<file path="config.mk">
export PLATFORM = sky130hd
export DESIGN_NAME = tx_mac_arbiter
export DESIGN_NICKNAME = d
export VERILOG_FILES = /design/src/rtl/tx_arb_pkg.sv /design/src/rtl/tx_arb_sat_counter.sv /design/src/rtl/tx_mac_arbiter.sv
export SDC_FILE = /design/constraint.sdc
export NUM_CORES = 1
export LEC_CHECK = 0
export CAP_MARGIN = 20
export CORE_UTILIZATION = 45
export CTS_BUF_LIST = sky130_fd_sc_hd__clkbuf_8
export DETAILED_ROUTE_END_ITERATION = 16
export GPL_TIMING_DRIVEN = 1
export PLACE_DENSITY = 0.75
export SLEW_MARGIN = 10
export SYNTH_ARGS = -nofsm -noshare
export SYNTH_HDL_FRONTEND = slang
export SYNTH_HIERARCHICAL = 1
export SYNTH_SLANG_ARGS = --single-unit
</file>
<file path="constraint.sdc">
create_clock -name tx_clk -period 3.3 [get_ports tx_clk]
set_clock_uncertainty 0.2 [all_clocks]
set_input_delay 0.33 -clock tx_clk [delete_from_list [all_inputs] [get_ports tx_clk]]
set_output_delay 0.33 -clock tx_clk [all_outputs]
set_load 0.005 [all_outputs]
</file>
<file path="src/rtl/tx_arb_pkg.sv">
// Shared types and constants for the two-source MAC TX arbiter.
package tx_arb_pkg;

  typedef enum logic [2:0] {
    CFG_WAIT = 3'd0,
    IDLE     = 3'd1,
    WAIT_ACK = 3'd2,
    STREAM   = 3'd3,
    DRAIN    = 3'd4,
    IFG      = 3'd5
  } arb_state_t;

  localparam int unsigned MAX_LEN_STD   = 1514;
  localparam int unsigned MAX_LEN_JUMBO = 9014;

  // Cycle counter covers CONF_DELAY, ACK_TIMEOUT and IFG_CYCLES.
  localparam int unsigned CNT_W  = 16;
  localparam int unsigned LEN_W  = 14;
  localparam int unsigned STAT_W = 16;

endpackage

</file>
<file path="src/rtl/tx_arb_sat_counter.sv">
// Saturating event counter used for per-source frame statistics.
module tx_arb_sat_counter
  import tx_arb_pkg::*;
(
  input  logic              tx_clk,
  input  logic              reset,
  input  logic              clear_i,
  input  logic              inc_i,
  output logic [STAT_W-1:0] count_o
);

  logic [STAT_W-1:0] count_q, count_d;

  // Next count: clear wins, otherwise increment until all ones.
  always_comb begin
    count_d = count_q;
    if (clear_i) begin
      count_d = '0;
    end else if (inc_i && (count_q != '1)) begin
      count_d = count_q + 1'b1;
    end
  end

  // Count register.
  always_ff @(posedge tx_clk or posedge reset) begin
    if (reset) begin
      count_q <= '0;
    end else begin
      count_q <= count_d;
    end
  end

  assign count_o = count_q;

endmodule

</file>
<file path="src/rtl/tx_mac_arbiter.sv">
// Round-robin arbiter sharing one MAC TX byte interface between two frame
// sources, with inter-frame gap, max frame length and ack timeout.
// Optional macro TX_ARB_STATS_EN builds the per-source frame counters.
module tx_mac_arbiter
  import tx_arb_pkg::*;
#(
  parameter int unsigned IFG_CYCLES  = 12,
  parameter int unsigned ACK_TIMEOUT = 1024,
  parameter int unsigned JUMBO       = 0,
  parameter int unsigned NO_GEN_CRC  = 0,
  parameter int unsigned CONF_DELAY  = 100
) (
  input  logic        tx_clk,
  input  logic        reset,
  input  logic [7:0]  req0_data,
  input  logic        req0_dvld,
  output logic        req0_ack,
  input  logic [7:0]  req1_data,
  input  logic        req1_dvld,
  output logic        req1_ack,
  output logic        conf_tx_en,
  output logic        conf_tx_jumbo_en,
  output logic        conf_tx_no_gen_crc,
  output logic [7:0]  mac_tx_data,
  output logic        mac_tx_dvld,
  input  logic        mac_tx_ack,
  output logic [1:0]  grant,
  output logic        err_timeout,
  output logic        err_oversize,
  output logic [15:0] stat_frames0,
  output logic [15:0] stat_frames1
);

  localparam logic [CNT_W-1:0] CONF_LAST = CNT_W'(CONF_DELAY - 1);
  localparam logic [CNT_W-1:0] ACK_LAST  = CNT_W'(ACK_TIMEOUT - 1);
  localparam logic [CNT_W-1:0] IFG_LAST  = CNT_W'(IFG_CYCLES - 1);
  localparam logic [LEN_W-1:0] MAX_LEN   = (JUMBO != 0) ? LEN_W'(MAX_LEN_JUMBO)
                                                        : LEN_W'(MAX_LEN_STD);

  arb_state_t       state_q, state_d;
  logic [CNT_W-1:0] cnt_q, cnt_d;
  logic [LEN_W-1:0] len_q, len_d;
  logic [1:0]       grant_q, grant_d;
  logic             last_grant_q, last_grant_d;  // index of source served last
  logic             conf_en_q, conf_en_d;
  logic             inc0, inc1;

  logic             g_idx;
  logic             g_dvld;
  logic [7:0]       g_data;

  assign g_idx  = grant_q[1];
  assign g_dvld = grant_q[1] ? req1_dvld : (grant_q[0] ? req0_dvld : 1'b0);
  assign g_data = grant_q[1] ? req1_data : (grant_q[0] ? req0_data : 8'h00);

  // State and bookkeeping registers; reset drops the MAC frame at once.
  always_ff @(posedge tx_clk or posedge reset) begin
    if (reset) begin
      state_q      <= CFG_WAIT;
      cnt_q        <= '0;
      len_q        <= '0;
      grant_q      <= '0;
      last_grant_q <= 1'b1;
      conf_en_q    <= 1'b0;
    end else begin
      state_q      <= state_d;
      cnt_q        <= cnt_d;
      len_q        <= len_d;
      grant_q      <= grant_d;
      last_grant_q <= last_grant_d;
      conf_en_q    <= conf_en_d;
    end
  end

  // Next-state logic: arbitration, ack wait, streaming and gap timing.
  always_comb begin
    state_d      = state_q;
    cnt_d        = cnt_q;
    len_d        = len_q;
    grant_d      = grant_q;
    last_grant_d = last_grant_q;
    conf_en_d    = conf_en_q;
    inc0         = 1'b0;
    inc1         = 1'b0;
    case (state_q)
      CFG_WAIT: begin
        cnt_d = cnt_q + 1'b1;
        if (cnt_q == CONF_LAST) begin
          cnt_d     = '0;
          conf_en_d = 1'b1;
          state_d   = IDLE;
        end
      end
      IDLE: begin
        if (req0_dvld && (!req1_dvld || last_grant_q)) begin
          grant_d = 2'b01;
          cnt_d   = '0;
          state_d = WAIT_ACK;
        end else if (req1_dvld) begin
          grant_d = 2'b10;
          cnt_d   = '0;
          state_d = WAIT_ACK;
        end
      end
      WAIT_ACK: begin
        cnt_d = cnt_q + 1'b1;
        if (g_dvld && mac_tx_ack) begin
          // The acked byte is the first one of the frame, so it is counted.
          len_d   = LEN_W'(1);
          state_d = STREAM;
        end else if (!g_dvld || (cnt_q == ACK_LAST)) begin
          last_grant_d = g_idx;
          grant_d      = '0;
          cnt_d        = '0;
          state_d      = IFG;
        end
      end
      STREAM: begin
        if (!g_dvld) begin
          inc0         = ~g_idx;
          inc1         = g_idx;
          last_grant_d = g_idx;
          grant_d      = '0;
          cnt_d        = '0;
          state_d      = IFG;
        end else if (len_q == MAX_LEN) begin
          state_d = DRAIN;
        end else begin
          len_d = len_q + 1'b1;
        end
      end
      DRAIN: begin
        if (!g_dvld) begin
          last_grant_d = g_idx;
          grant_d      = '0;
          cnt_d        = '0;
          state_d      = IFG;
        end
      end
      IFG: begin
        cnt_d = cnt_q + 1'b1;
        if (cnt_q == IFG_LAST) begin
          cnt_d   = '0;
          state_d = IDLE;
        end
      end
      default: begin
        grant_d = '0;
        cnt_d   = '0;
        state_d = IFG;
      end
    endcase
  end

  // Output logic: forward the granted source, raise acks and error pulses.
  always_comb begin
    mac_tx_dvld  = 1'b0;
    mac_tx_data  = 8'h00;
    req0_ack     = 1'b0;
    req1_ack     = 1'b0;
    err_timeout  = 1'b0;
    err_oversize = 1'b0;
    case (state_q)
      WAIT_ACK: begin
        mac_tx_dvld = g_dvld;
        mac_tx_data = g_dvld ? g_data : 8'h00;
        req0_ack    = grant_q[0] & g_dvld & mac_tx_ack;
        req1_ack    = grant_q[1] & g_dvld & mac_tx_ack;
        err_timeout = g_dvld & ~mac_tx_ack & (cnt_q == ACK_LAST);
      end
      STREAM: begin
        if (g_dvld && (len_q == MAX_LEN)) begin
          err_oversize = 1'b1;
        end else begin
          mac_tx_dvld = g_dvld;
          mac_tx_data = g_dvld ? g_data : 8'h00;
        end
      end
      default: begin
        mac_tx_dvld = 1'b0;
      end
    endcase
  end

  assign grant              = grant_q;
  assign conf_tx_en         = conf_en_q;
  assign conf_tx_jumbo_en   = (JUMBO != 0);
  assign conf_tx_no_gen_crc = (NO_GEN_CRC != 0);

`ifdef TX_ARB_STATS_EN
  tx_arb_sat_counter u_stat0 (
    .tx_clk  (tx_clk),
    .reset   (reset),
    .clear_i (1'b0),
    .inc_i   (inc0),
    .count_o (stat_frames0)
  );

  tx_arb_sat_counter u_stat1 (
    .tx_clk  (tx_clk),
    .reset   (reset),
    .clear_i (1'b0),
    .inc_i   (inc1),
    .count_o (stat_frames1)
  );
`else
  logic unused_stats;
  assign unused_stats = inc0 | inc1;
  assign stat_frames0 = '0;
  assign stat_frames1 = '0;
`endif

endmodule

</file>
After elaboration in Yosys (flattened, before gate mapping)
Cells that the tools add are included.
Storage, ports and cells
  bits in registers: 37
  input bits: 21
  output and inout port bits: 50
  logic and storage cells: 101
Operators by class
  add/subtract/negate cells: 2
  equality and inequality tests: 21
  mux-type cells: 46
  bitwise gates (word level): 8
  reduce and logical (&&, ||, !) cells: 18
Operator list (count)
  16-bit 2-to-1 mux: 7
  16-bit one-hot mux with 5 select lines: 1
  14-bit 2-to-1 mux: 3
  8-bit 2-to-1 mux: 4
  14-bit one-hot mux with 2 select lines: 1
  3-bit 2-to-1 mux: 9
  2-bit != test, second input constant: 9
  3-bit one-hot mux with 6 select lines: 1
  16-bit by 1-bit adder with 16-bit output, second input constant: 1
  16-bit by 10-bit equality test with 1-bit output, second input constant: 1
  16-bit by 4-bit equality test with 1-bit output, second input constant: 1
  16-bit by 7-bit equality test with 1-bit output, second input constant: 1
  8-bit one-hot mux with 2 select lines: 1
  14-bit by 1-bit adder with 14-bit output, second input constant: 1
  14-bit by 11-bit equality test with 1-bit output, second input constant: 1
  1-bit 2-to-1 mux: 11
  2-bit 2-to-1 mux: 5
  3-bit != test, second input constant: 3
  2-bit one-hot mux with 4 select lines: 1
  4-bit AND reduction: 2
  1-bit AND: 6
  3-bit by 2-bit equality test with 1-bit output, second input constant: 2
  3-bit equality test, second input constant: 2
  6-bit AND reduction: 1
  other kinds (11): 20

Longest topological paths before layout
  depth in word-level cells: 7
  depth in mapped cells: 7
  mapped depth without buffers: 7

Worst setup path after synthesis
Ideal clock, no wire load.
  kind: reg-to-reg
  start: reg cnt_q[10]
  end: reg state_q[1]
  setup time: 0.128 ns
  arrival time: 2.086 ns
  data required time: 2.972 ns
  slack: 0.887 ns
  stages on the path, launching flop included: 6
  buffers on the path: 0
  clock period less this slack: 2.413 ns
  cells stage by stage: dfrtp_1 or4_4 nor4_4 o22ai_2 nor4_4 mux2_1
On the way
  cells in the longest elaborated chain, start to end: 4
  elaborated cells between the ends (all ways): 8
  classes of those cells: 6 x eq/ne; 2 x reduce/logical
RTL lines
  from (decl): line tx_mac_arbiter.sv:41  | logic [CNT_W-1:0] cnt_q, cnt_d;
  from (signal assigned): line tx_mac_arbiter.sv:67  | cnt_q <= cnt_d;
  16-bit by 10-bit equality test with 1-bit output: line tx_mac_arbiter.sv:111  | end else if (!g_dvld || (cnt_q == ACK_LAST)) begin
  1-bit logical OR: line tx_mac_arbiter.sv:111
  3-bit != test (no line)
  6-bit AND reduction (no line) (*)
  to (signal assigned): line tx_mac_arbiter.sv:66  | state_q <= state_d;
  to (decl): line tx_mac_arbiter.sv:40  | arb_state_t state_q, state_d;
Mark *: on every way between the ends. The rest lies on a longest branch, timed or not.
A chain may end at the register's enable or synchronous reset.

Final worst setup path
  start: reg len_q[11]
  end: out mac_tx_data[1]
On the way
  cells in the longest elaborated chain, start to end: 4
RTL lines
  from (decl): line tx_mac_arbiter.sv:42  | logic [LEN_W-1:0] len_q, len_d;
  from (signal assigned): line tx_mac_arbiter.sv:68  | len_q <= len_d;
  14-bit by 11-bit equality test with 1-bit output: line tx_mac_arbiter.sv:172  | if (g_dvld && (len_q == MAX_LEN)) begin
  1-bit logical AND: line tx_mac_arbiter.sv:172
  8-bit 2-to-1 mux: line tx_mac_arbiter.sv:172
  8-bit one-hot mux with 2 select lines: line tx_mac_arbiter.sv:163  | case (state_q)
  to (decl): line tx_mac_arbiter.sv:24  | output logic [7:0] mac_tx_data,
No other way between the ends.

==> results.sh <==
export IMPL_die_w_um=79.9
export IMPL_die_area_um2=6380
export IMPL_fin_nets=390
export IMPL_leakagePower_nw=1.35
export IMPL_switching_share=0.373
export IMPL_die_h_um=79.9
export IMPL_critPathMostFrequentCell="nand2_1"
export IMPL_final_area_um2=3160
export IMPL_fin_tns_setup_ns=0
export IMPL_synth_edf_count=0
export IMPL_rsz0062_at_grt="no"
export IMPL_ys_types=57
export IMPL_cts_buffers=5
export IMPL_critPathTopFamily="simple AND/OR/NAND/NOR gates"
export IMPL_hold_path_class="in -> async"
export IMPL_antenna_found_initial=0
export IMPL_crit_required_ns=2.77
export IMPL_power_density_nw_per_um2=525
export IMPL_grt_overflow=0
export IMPL_ys_warnings_count=6
export IMPL_clkPwrFrac=0.248
export IMPL_syn_area_um2=2730
export IMPL_synth_cells=331
export IMPL_end_kind="output pin"
export IMPL_first_pass_iters=4
export IMPL_hold_viol_final=0
export IMPL_cpPeakStageDelay_ns=0.56
export IMPL_path_cells="or4b_1 -> nor4_2 -> nand2_1 -> nand2_1 -> nor2_1 -> clkdlybuf4s50_1"
export IMPL_vias_per_cell=5.29
export IMPL_critPathArrivalTime_ns=2.46
export IMPL_max_vdd_ir_drop_mv=0.300
export IMPL_finalWorstSetupSlack_ns=0.313
export IMPL_comb_power_share=0.366
export IMPL_clockBufferDepth=2
export IMPL_fp_coreArea_um2=5890
export IMPL_grt_first_pass_wirelength_um=10500
export IMPL_cts_clk_slew_worst_paths_ns=0.08
export IMPL_period_minus_slack_ns=2.99
export IMPL_fmax_mhz=335
export IMPL_mostFrequentLayoutCells="nor2_1 (39), dfrtp_1 (36), clkdlybuf4s50_1 (36), conb_1 (34), nand2_1 (33)"
export IMPL_drive_above_1_share=0.0736
export IMPL_drt_iter0_drc=88
export IMPL_reg2reg_from="cnt_q[10]$_DFFE_PP0P_"
export IMPL_finalWirelength_um=6100
export IMPL_setup_viol=0
export IMPL_ys_seq_area_frac=0.340
export IMPL_postCtsSetupBuffers=0
export IMPL_postSynthAreaPerCell_um2=8.25
export IMPL_start_util=0.464
export IMPL_drtAntennaViolNets=0
export IMPL_synth_flop_cell="dfrtp_1"
export IMPL_synth_top_cells_by_area="dfrtp_1 (33%), buf_4 (9.6%), nor2_1 (5.4%)"
export IMPL_clk_latency_ns=0.29
export IMPL_place_area_um2=3040
export IMPL_n_antenna_cell=0
export IMPL_tightest_slew_ns=0.699
export IMPL_drv_cap=0
export IMPL_final_core_util=0.537
export IMPL_syn_to_final_growth_pct=15.8
export IMPL_num_vias=2339
export IMPL_cp_startpoint="len_q[11]$_DFFE_PP0P_"
export IMPL_start_kind="flip-flop"
export IMPL_cp_num_buf_inv=1
export IMPL_synth_top_area_share=0.330
export IMPL_drcViolationCount=0
export IMPL_path_max_fanout=9
export IMPL_place_detailed_hpwl_um=4480
export IMPL_post_route_period_util=0.905
export IMPL_final_common_cell="nor2_1"
export IMPL_grtUsageTotal=0.207
export IMPL_async_flop_share=1.00
export IMPL_portBuffers=36
export IMPL_num_io_pins=71
export IMPL_postCtsHoldBufs=0
export IMPL_cts_root_buf="clkbuf_8"
export IMPL_critical_path_class="reg -> out"
export IMPL_internal_power_mw=1.04
export IMPL_grt_max_degree=21
export IMPL_ys_seq_elements=37
export IMPL_place_congestion=0.859
export IMPL_cts_resized=0
export IMPL_routedWlPerCell_um=13.8
export IMPL_seq_power_share=0.387
export IMPL_synth_largest_area_cell="dfrtp_1"
export IMPL_core_rowCount=28
export IMPL_maxSlewViolCount=0
export IMPL_h_tree_depth=2
export IMPL_cp_slowest_cell="or4b_1"
export IMPL_max_slew_margin=0.534
export IMPL_grt_pass1_vias=2228
export IMPL_cts_sinks=37
export IMPL_status="complete, no violations"
export IMPL_p_switching_mw=0.619
export IMPL_tritoncts="yes"
export IMPL_place_ws_ns=0.584
export IMPL_p_total_mw=1.66
synthesized netlist by cell type, drive strengths merged, types with 8 or more instances:
| library cell | count |
|---|---|
| nor2 | 39 |
| buf | 36 |
| dfrtp | 36 |
| nand2 | 33 |
| nand3 | 15 |
| o21ai | 15 |
| clkbuf | 11 |
| inv | 10 |
| a22oi | 9 |
| nor3 | 9 |
| xnor2 | 9 |
| nor2b | 8 |
sequential cells by signal, indices dropped and copies added (netlist names):
signal	count
conf_tx_en	1
last_grant_q	1
state_q	3
len_q	14
grant	2
cnt_q	16
final timing paths:
| kind | depth (start not counted) | end | slack, ns |
|---|---|---|---|
| min in group tx_clk | 2 | cnt_q[15]$_DFFE_PP0P_ | 0.33 |
| hold / removal | 2 | len_q[13]$_DFFE_PP0P_ | 0.26 |
| setup reg to reg | 5 | state_q[1]$_DFFE_PP0P_ | 0.63 |
| setup / recovery | 6 | mac_tx_data[1] | 0.31 |
| max in group asynchronous | 3 | last_grant_q$_DFFE_PP1P_ | 1.86 |
| hold reg to reg | 2 | cnt_q[15]$_DFFE_PP0P_ | 0.33 |
cell families after synthesis:
logic type | after synthesis | synth area share
AND/OR/NAND/NOR | 150 | 0.291
AO/OA/AOI/OAI | 64 | 0.162
buffers and inverters | 57 | 0.127
flip-flops | 37 | 0.340
XOR/XNOR | 13 | 0.0417
multiplexers | 6 | 0.0243
adder cells (fa/ha/maj) | 3 | 0.0138
other | 1 | 0.00137
area by class of cell:
class	instances	area (um2)
multi-input combinational	270	1580
sequential	37	927
timing repair buffer	42	405
inverter	10	37.5
tap	75	93.8
clock inverter	2	33.8
fill	547	2730
clock buffer	6	82.6
power by group through the flow:
| stage | Clock [mW] | Sequential, mW | Combinational, mW |
|---|---|---|---|
| 2_1_floorplan | 0 | 0.581 | 0.537 |
| 3_3_place_gp | 0 | 0.643 | 0.585 |
| 3_5_place_dp | 0 | 0.647 | 0.602 |
| 4_1_cts | 0.416 | 0.638 | 0.604 |
| 5_1_grt | 0.440 | 0.659 | 0.682 |
| 6_report | 0.411 | 0.641 | 0.606 |
layer usage:
metal	share of wire	wire length [um]	track usage	up-vias
met3	0.031	190	0.0423	11
li1	-	-	-	1168
met2	0.47	2840	0.326	56
met5	0	0	0	-
met1	0.49	3000	0.288	1104
met4	0.010	63	0.0536	0
metrics by stage:
step	hold WS [ns]	std cells
after global placement	0.302	434
after global routing	0.328	442
after floorplan	0.260	364
after CTS	0.292	442
after detailed placement	0.315	434
final	0.258	442
No activity file was read; power rests on OpenSTA's default activity.
